$ cat config.mk
export PLATFORM = sky130hd
export DESIGN_NAME = mul_pipe
export DESIGN_NICKNAME = d
export VERILOG_FILES = /design/src/rtl/mul_pipe.sv
export SDC_FILE = /design/constraint.sdc
export NUM_CORES = 2
export LEC_CHECK = 0
export ABC_AREA = 1
export CAP_MARGIN = 20
export CORE_MARGIN = 2
export CORE_UTILIZATION = 55
export DETAILED_ROUTE_END_ITERATION = 12
export PLACE_DENSITY = 0.76
export SLEW_MARGIN = 10
export SYNTH_ARGS = -nofsm -noshare
export SYNTH_HDL_FRONTEND = slang
export SYNTH_SLANG_ARGS = --single-unit
$ cat constraint.sdc
create_clock -name clk -period 28.4 [get_ports clk]
set_input_delay 2.84 -clock clk [delete_from_list [all_inputs] [get_ports clk]]
set_output_delay 2.84 -clock clk [all_outputs]
set_load 0.01 [all_outputs]
$ cat src/rtl/mul_pipe.sv
// Pipelined RV32M-style multiplier (MUL/MULH/MULHSU/MULHU) with stall, flush and tag passthrough.
// The rs2 operand is consumed one chunk per stage so no stage forms a full-width product.
module mul_pipe #(
  parameter int unsigned XLEN      = 32,
  parameter int unsigned LATENCY   = 5,
  parameter int unsigned TAG_WIDTH = 5
) (
  input  logic                 clk,
  input  logic                 reset,
  input  logic                 enable,
  input  logic                 flush,
  input  logic                 in_valid,
  input  logic [1:0]           in_op,
  input  logic [XLEN-1:0]      in_a,
  input  logic [XLEN-1:0]      in_b,
  input  logic [TAG_WIDTH-1:0] in_tag,
  output logic                 out_valid,
  output logic [XLEN-1:0]      out_result,
  output logic [TAG_WIDTH-1:0] out_tag,
  output logic                 busy
);

  typedef enum logic [1:0] {
    OP_MUL    = 2'd0,
    OP_MULH   = 2'd1,
    OP_MULHSU = 2'd2,
    OP_MULHU  = 2'd3
  } op_e;

  localparam int unsigned W  = 2 * XLEN + 2;
  localparam int unsigned CW = (XLEN + LATENCY - 1) / LATENCY;
  localparam int unsigned BP = LATENCY * CW;
  localparam int unsigned PW = XLEN + CW + 2;
  localparam int unsigned NM = LATENCY - 1;

  logic [LATENCY-1:0]   vld;
  op_e                  op_q  [NM];
  logic [TAG_WIDTH-1:0] tag_q [LATENCY];
  logic [XLEN:0]        a_q   [NM];
  logic [XLEN:0]        b_q   [NM];
  logic signed [W-1:0]  acc_q [NM];
  logic [XLEN-1:0]      res_q;

  op_e                  op_in;
  logic [XLEN:0]        a_in_ext;
  logic [XLEN:0]        b_in_ext;
  logic signed [W-1:0]  acc_n [NM];
  logic signed [W-1:0]  corr;
  logic signed [W-1:0]  full;
  logic [XLEN-1:0]      res_n;

  // Signed a times unsigned chunk idx of b's low XLEN bits, placed at its weight.
  function automatic logic signed [W-1:0] pp(input logic [XLEN:0] a,
                                              input logic [XLEN-1:0] b_low,
                                              input int unsigned idx);
    logic [BP-1:0]        bpad;
    logic [CW-1:0]        chunk;
    logic signed [PW-1:0] p;
    bpad  = BP'(b_low);
    chunk = bpad[idx*CW +: CW];
    p     = PW'($signed(a)) * PW'($signed({1'b0, chunk}));
    return W'(p) <<< (idx * CW);
  endfunction

  always_comb begin
    op_in    = op_e'(in_op);
    a_in_ext = {in_a[XLEN-1] & (op_in != OP_MULHU), in_a};
    b_in_ext = {in_b[XLEN-1] & ((op_in == OP_MUL) || (op_in == OP_MULH)), in_b};
    acc_n    = '{default: '0};
    acc_n[0] = pp(a_in_ext, b_in_ext[XLEN-1:0], 0);
    for (int unsigned i = 1; i < NM; i++) begin
      acc_n[i] = acc_q[i-1] + pp(a_q[i-1], b_q[i-1][XLEN-1:0], i);
    end
    // b's sign bit carries weight -2^XLEN, so subtract a shifted into place.
    corr  = b_q[NM-1][XLEN] ? (W'($signed(a_q[NM-1])) <<< XLEN) : '0;
    full  = acc_q[NM-1] + pp(a_q[NM-1], b_q[NM-1][XLEN-1:0], NM) - corr;
    res_n = (op_q[NM-1] == OP_MUL) ? XLEN'(full) : XLEN'(full >> XLEN);
  end

  always_ff @(posedge clk or posedge reset) begin
    if (reset) begin
      vld   <= '0;
      res_q <= '0;
      for (int unsigned i = 0; i < LATENCY; i++) begin
        tag_q[i] <= '0;
      end
      for (int unsigned i = 0; i < NM; i++) begin
        op_q[i]  <= OP_MUL;
        a_q[i]   <= '0;
        b_q[i]   <= '0;
        acc_q[i] <= '0;
      end
    end else begin
      if (flush) begin
        vld <= '0;
      end else if (enable) begin
        vld <= {vld[LATENCY-2:0], in_valid};
      end
      if (enable) begin
        op_q[0]  <= op_in;
        a_q[0]   <= a_in_ext;
        b_q[0]   <= b_in_ext;
        tag_q[0] <= in_tag;
        acc_q[0] <= acc_n[0];
        for (int unsigned i = 1; i < NM; i++) begin
          op_q[i]  <= op_q[i-1];
          a_q[i]   <= a_q[i-1];
          b_q[i]   <= b_q[i-1];
          tag_q[i] <= tag_q[i-1];
          acc_q[i] <= acc_n[i];
        end
        tag_q[LATENCY-1] <= tag_q[LATENCY-2];
        res_q            <= res_n;
      end
    end
  end

  assign out_valid  = vld[LATENCY-1];
  assign out_result = res_q;
  assign out_tag    = tag_q[LATENCY-1];
  assign busy       = |vld;

endmodule
==> results by stage <==
Outcome:
- The flow ran to the end, and the final reports show no timing, DRC or antenna violations.

Logic synthesis:
- The post-synthesis cell type with the largest combined area is sky130_fd_sc_hd__fa_1.
- The post-synthesis instance area is 73800 um2.
- Counting flops with a built-in enable in the synthesized netlist gives 0.
- The post-synthesis average cell area is 6.81 um2.
- The post-synthesis cell count is 10800.
- The number of synthesized register bits is 474.
- For this run, asynchronously set or reset flops after synthesis account for 1.00.
- By instance count, the leading cell after synthesis is sky130_fd_sc_hd__nand2_1.
- The Yosys step of the flow raised 0 warnings.
- The commonest cells after synthesis are sky130_fd_sc_hd__nand2_1, sky130_fd_sc_hd__inv_1, sky130_fd_sc_hd__fa_1.
- The share of synthesized area in the top cell type comes to 0.212.
- The most instantiated flip-flop cell in the synthesis netlist is sky130_fd_sc_hd__dfrtp_1.
- Yosys attributes the largest share of cell area to sky130_fd_sc_hd__fa_1, sky130_fd_sc_hd__dfrtp_1, sky130_fd_sc_hd__nand2_1.
- The unique cell type count in the Yosys netlist is 61.
- Counting every net in the synthesized netlist gives 12300.
- Of the synthesized area, sequential elements account for 0.161.

Timing:
- The number of hold violations in the final report came to 0.
- The final clock skew is 29.1 ps.
- Setup repair after global routing left no endpoint under its margin.
- The final period utilization is 0.268.
- The maximum clock rate is 132 MHz.
- The max-slew violation count is 0.
- Measured against its own limit, the worst slew margin works out to 0.317.
- The number of setup violations in the final report is 0.
- The worst hold slack is 469 ps.
- The clock period could shrink to 7600 ps.
- The transition time of the tightest slew-check pin is 1030 ps.
- For the final routed database, the setup TNS stands at 0 ps.

Clocking:
- The maximum number of buffers from clock root to sink is 3.
- The tree is rooted in a sky130_fd_sc_hd__clkbuf_16.
- After clock tree synthesis, the clock-pin slew on the worst setup and hold paths is 60 ps.
- The number of gates resized after CTS was 0.
- The clock tree synthesis step divided the H-tree into 2 levels.
- Counting the buffers created by CTS gives 59.
- The number of hold buffers added after CTS was 0.
- The later pin in the worst-skew pair is clocked with a latency of 690 ps.
- TritonCTS built the clock tree.
- The clock net in this run drives a total of 474 sinks.
- The number of setup buffers added after CTS is 0.

Finish:
- The area growth from synthesis to layout is 5.77%.
- The fraction of final layout cells sized beyond drive strength 1 is 0.0296.
- The number of filler instances in the final layout is 12700.
- For this run, the post-layout net count is 12100.

Placement:
- The HPWL after detailed placement is 207 mm.
- Input and output buffers added on the ports amount to 114.
- The global placement routability congestion is 1.07.

Global routing:
- The number of antenna violations at the first check in global routing came to 6.
- The global-route wire length before repair is 384 mm.
- The global-route total usage across every layer is 0.364.
- Entering global routing, the biggest net connects 163 pins.
- The number of global-route vias before repair is 67700.
- The global route total overflow is 0.

Worst setup path:
- The worst setup path is launched from a flop.
- The type of the worst setup path is flop to flop.
- The slowest library cell on the worst path is sky130_fd_sc_hd__dfrtp_1.
- STA puts the critical path data arrival time at 8130 ps.
- The critical path's most frequent cell is sky130_fd_sc_hd__nand2_1.
- The maximum single-stage delay on the critical path is 660 ps.
- Broken down by cell family, the worst path's largest delay share belongs to adder cells.
- The worst setup path is captured at a flop.
- The critical path required time is 28920 ps.
- The worst path buffer plus inverter count is 5.
- The top fanout value on the critical path is 24.

Flow run:
- The number of maximum-capacitance constraint violations is 0.

Worst hold path:
- The class of the tightest hold or removal check is flop to flop.

Route:
- In the routed design, unresolved DRC markers number 0.
- The detailed router finished its first iteration with 5374 violations.
- The final antenna-violating net count is 0.
- For this run, the detailed router's first-pass iteration total came to 6.
- Summing over every cut layer, the via total after detailed routing is 67700.
- The final layout contains routed wiring with a total length of 250 mm.
- The routed length per instance is 20.0 um.
- After detailed routing, the number of vias per cell comes to 5.41.

Floorplan:
- The die is 370 um tall.
- The standard-cell row count is 134.
- The placeable core region is 133000 um2.
- For this configuration, the core starts out at a cell density of 0.554.
- For this design the top-level I/O count stands at 115.
- The horizontal die dimension is 370 um.
- The die outline area is 137000 um2.
## area by class of cell
cell class / count / area, um2 / share of cell area
Antenna cell: 2 / 5.00 / 0.0000641
Clock buffer: 74 / 1650 / 0.0212
Clock inverter: 37 / 392 / 0.00502
Inverter: 2792 / 10500 / 0.134
Multi-Input combinational cell: 7194 / 49900 / 0.639
Sequential cell: 474 / 11900 / 0.152
Tap cell: 1768 / 2210 / 0.0283
Timing Repair Buffer: 168 / 1580 / 0.0202
## layer usage
layer	part of all wire	vias up	track usage
met4	0.063	2	0.194
met1	0.39	32400	0.448
met3	0.068	559	0.0477
met2	0.48	2533	0.622
li1	-	32200	-
met5	0.000052	-	0
## cells by family (layout without fill, tap and decap cells)
| kind of cell | after synthesis | in the layout | synth area share |
|---|---|---|---|
| buffers and inverters | 3166 | 3071 | 0.164 |
| xor gates and xnor gates | 198 | 198 | 0.0235 |
| adders and majority gates | 1380 | 1380 | 0.313 |
| other | 0 | 2 | 0 |
| DFF | 474 | 474 | 0.161 |
| and+or+nand+nor | 4174 | 4174 | 0.229 |
| AOI/OAI and AO/OA | 1442 | 1442 | 0.110 |
## flip-flops by register name (all words and copies together) (netlist names)
register and cells:
a_q 132, vld 5, out_result 32, b_q 62, out_tag 5, acc_q 210
op_q 8, tag_q 20
## worst reg2reg max path: cells and delay by family, from the launching register on
kind	cells	cell delay, ps
DFF	1	660
adders and majority gates	6	2770
AOI/OAI and AO/OA	9	1950
xor gates and xnor gates	1	410
and+or+nand+nor	7	860
buffers and inverters	5	790
## path summary, 6_finish.rpt
check	start	end	slack (ps)	depth (start not counted)
worst min register to register	op_q[0]	op_q[0]	470	2
max in group asynchronous	reset	a_q[54]	22600	5
worst max-delay path	b_q[56]	acc_q[63]	20800	28
worst min-delay path	op_q[0]	op_q[0]	470	2
worst max register to register	b_q[56]	acc_q[63]	20800	28
min in group asynchronous	reset	out_result[5]	2750	2
## stage by stage
step / cell area (um2) / cells / util / setup WS (ps)
floorplan: 73800 / 10800 / - / 12340
global placement: 76000 / 12400 / 0.570 / 20400
detailed placement: 76000 / 12400 / 0.570 / 20390
CTS: 78100 / 12500 / 0.586 / 20970
global route: 78100 / 12500 / 0.586 / 20570
finish: 78100 / 12500 / 0.586 / 20800
## layout by cell type (no fill, tap or decap), types with 9 or more instances in the layout
cell type	Yosys	routed
sky130_fd_sc_hd__nand2_1	2805	2805
sky130_fd_sc_hd__inv_1	2778	2777
sky130_fd_sc_hd__fa_1	782	782
sky130_fd_sc_hd__nor2_1	737	737
sky130_fd_sc_hd__ha_1	598	598
sky130_fd_sc_hd__o21ai_0	567	567
sky130_fd_sc_hd__dfrtp_1	474	474
sky130_fd_sc_hd__a21oi_1	459	459
sky130_fd_sc_hd__nand3_1	346	346
sky130_fd_sc_hd__a31oi_1	135	135
sky130_fd_sc_hd__xor2_1	133	133
sky130_fd_sc_hd__clkdlybuf4s50_1	0	113
sky130_fd_sc_hd__nand4_1	72	72
sky130_fd_sc_hd__xnor2_1	65	65
sky130_fd_sc_hd__o21bai_1	61	61
sky130_fd_sc_hd__nor3_1	59	59
sky130_fd_sc_hd__clkbuf_16	0	59
sky130_fd_sc_hd__buf_4	35	52
sky130_fd_sc_hd__a21o_1	42	42
sky130_fd_sc_hd__o21ai_1	40	40
sky130_fd_sc_hd__nand2_2	27	27
sky130_fd_sc_hd__o21ai_2	24	24
sky130_fd_sc_hd__a21boi_0	22	22
sky130_fd_sc_hd__o21a_1	20	20
sky130_fd_sc_hd__a21oi_2	19	19
sky130_fd_sc_hd__nor4_1	19	19
sky130_fd_sc_hd__or2_2	17	17
sky130_fd_sc_hd__nor2_2	16	16
sky130_fd_sc_hd__nand3b_1	16	16
sky130_fd_sc_hd__and3_1	12	12
sky130_fd_sc_hd__nand3_2	12	12
sky130_fd_sc_hd__clkbuf_8	0	12
sky130_fd_sc_hd__or2_1	11	11
sky130_fd_sc_hd__inv_2	12	11
sky130_fd_sc_hd__clkinv_2	0	11
sky130_fd_sc_hd__o211ai_1	10	10
sky130_fd_sc_hd__o22ai_1	9	9
sky130_fd_sc_hd__clkinvlp_4	0	9
Power is left out: the tool's default activity adds up to more than one toggle a clock period on the data nets, which glitch-free logic cannot reach.
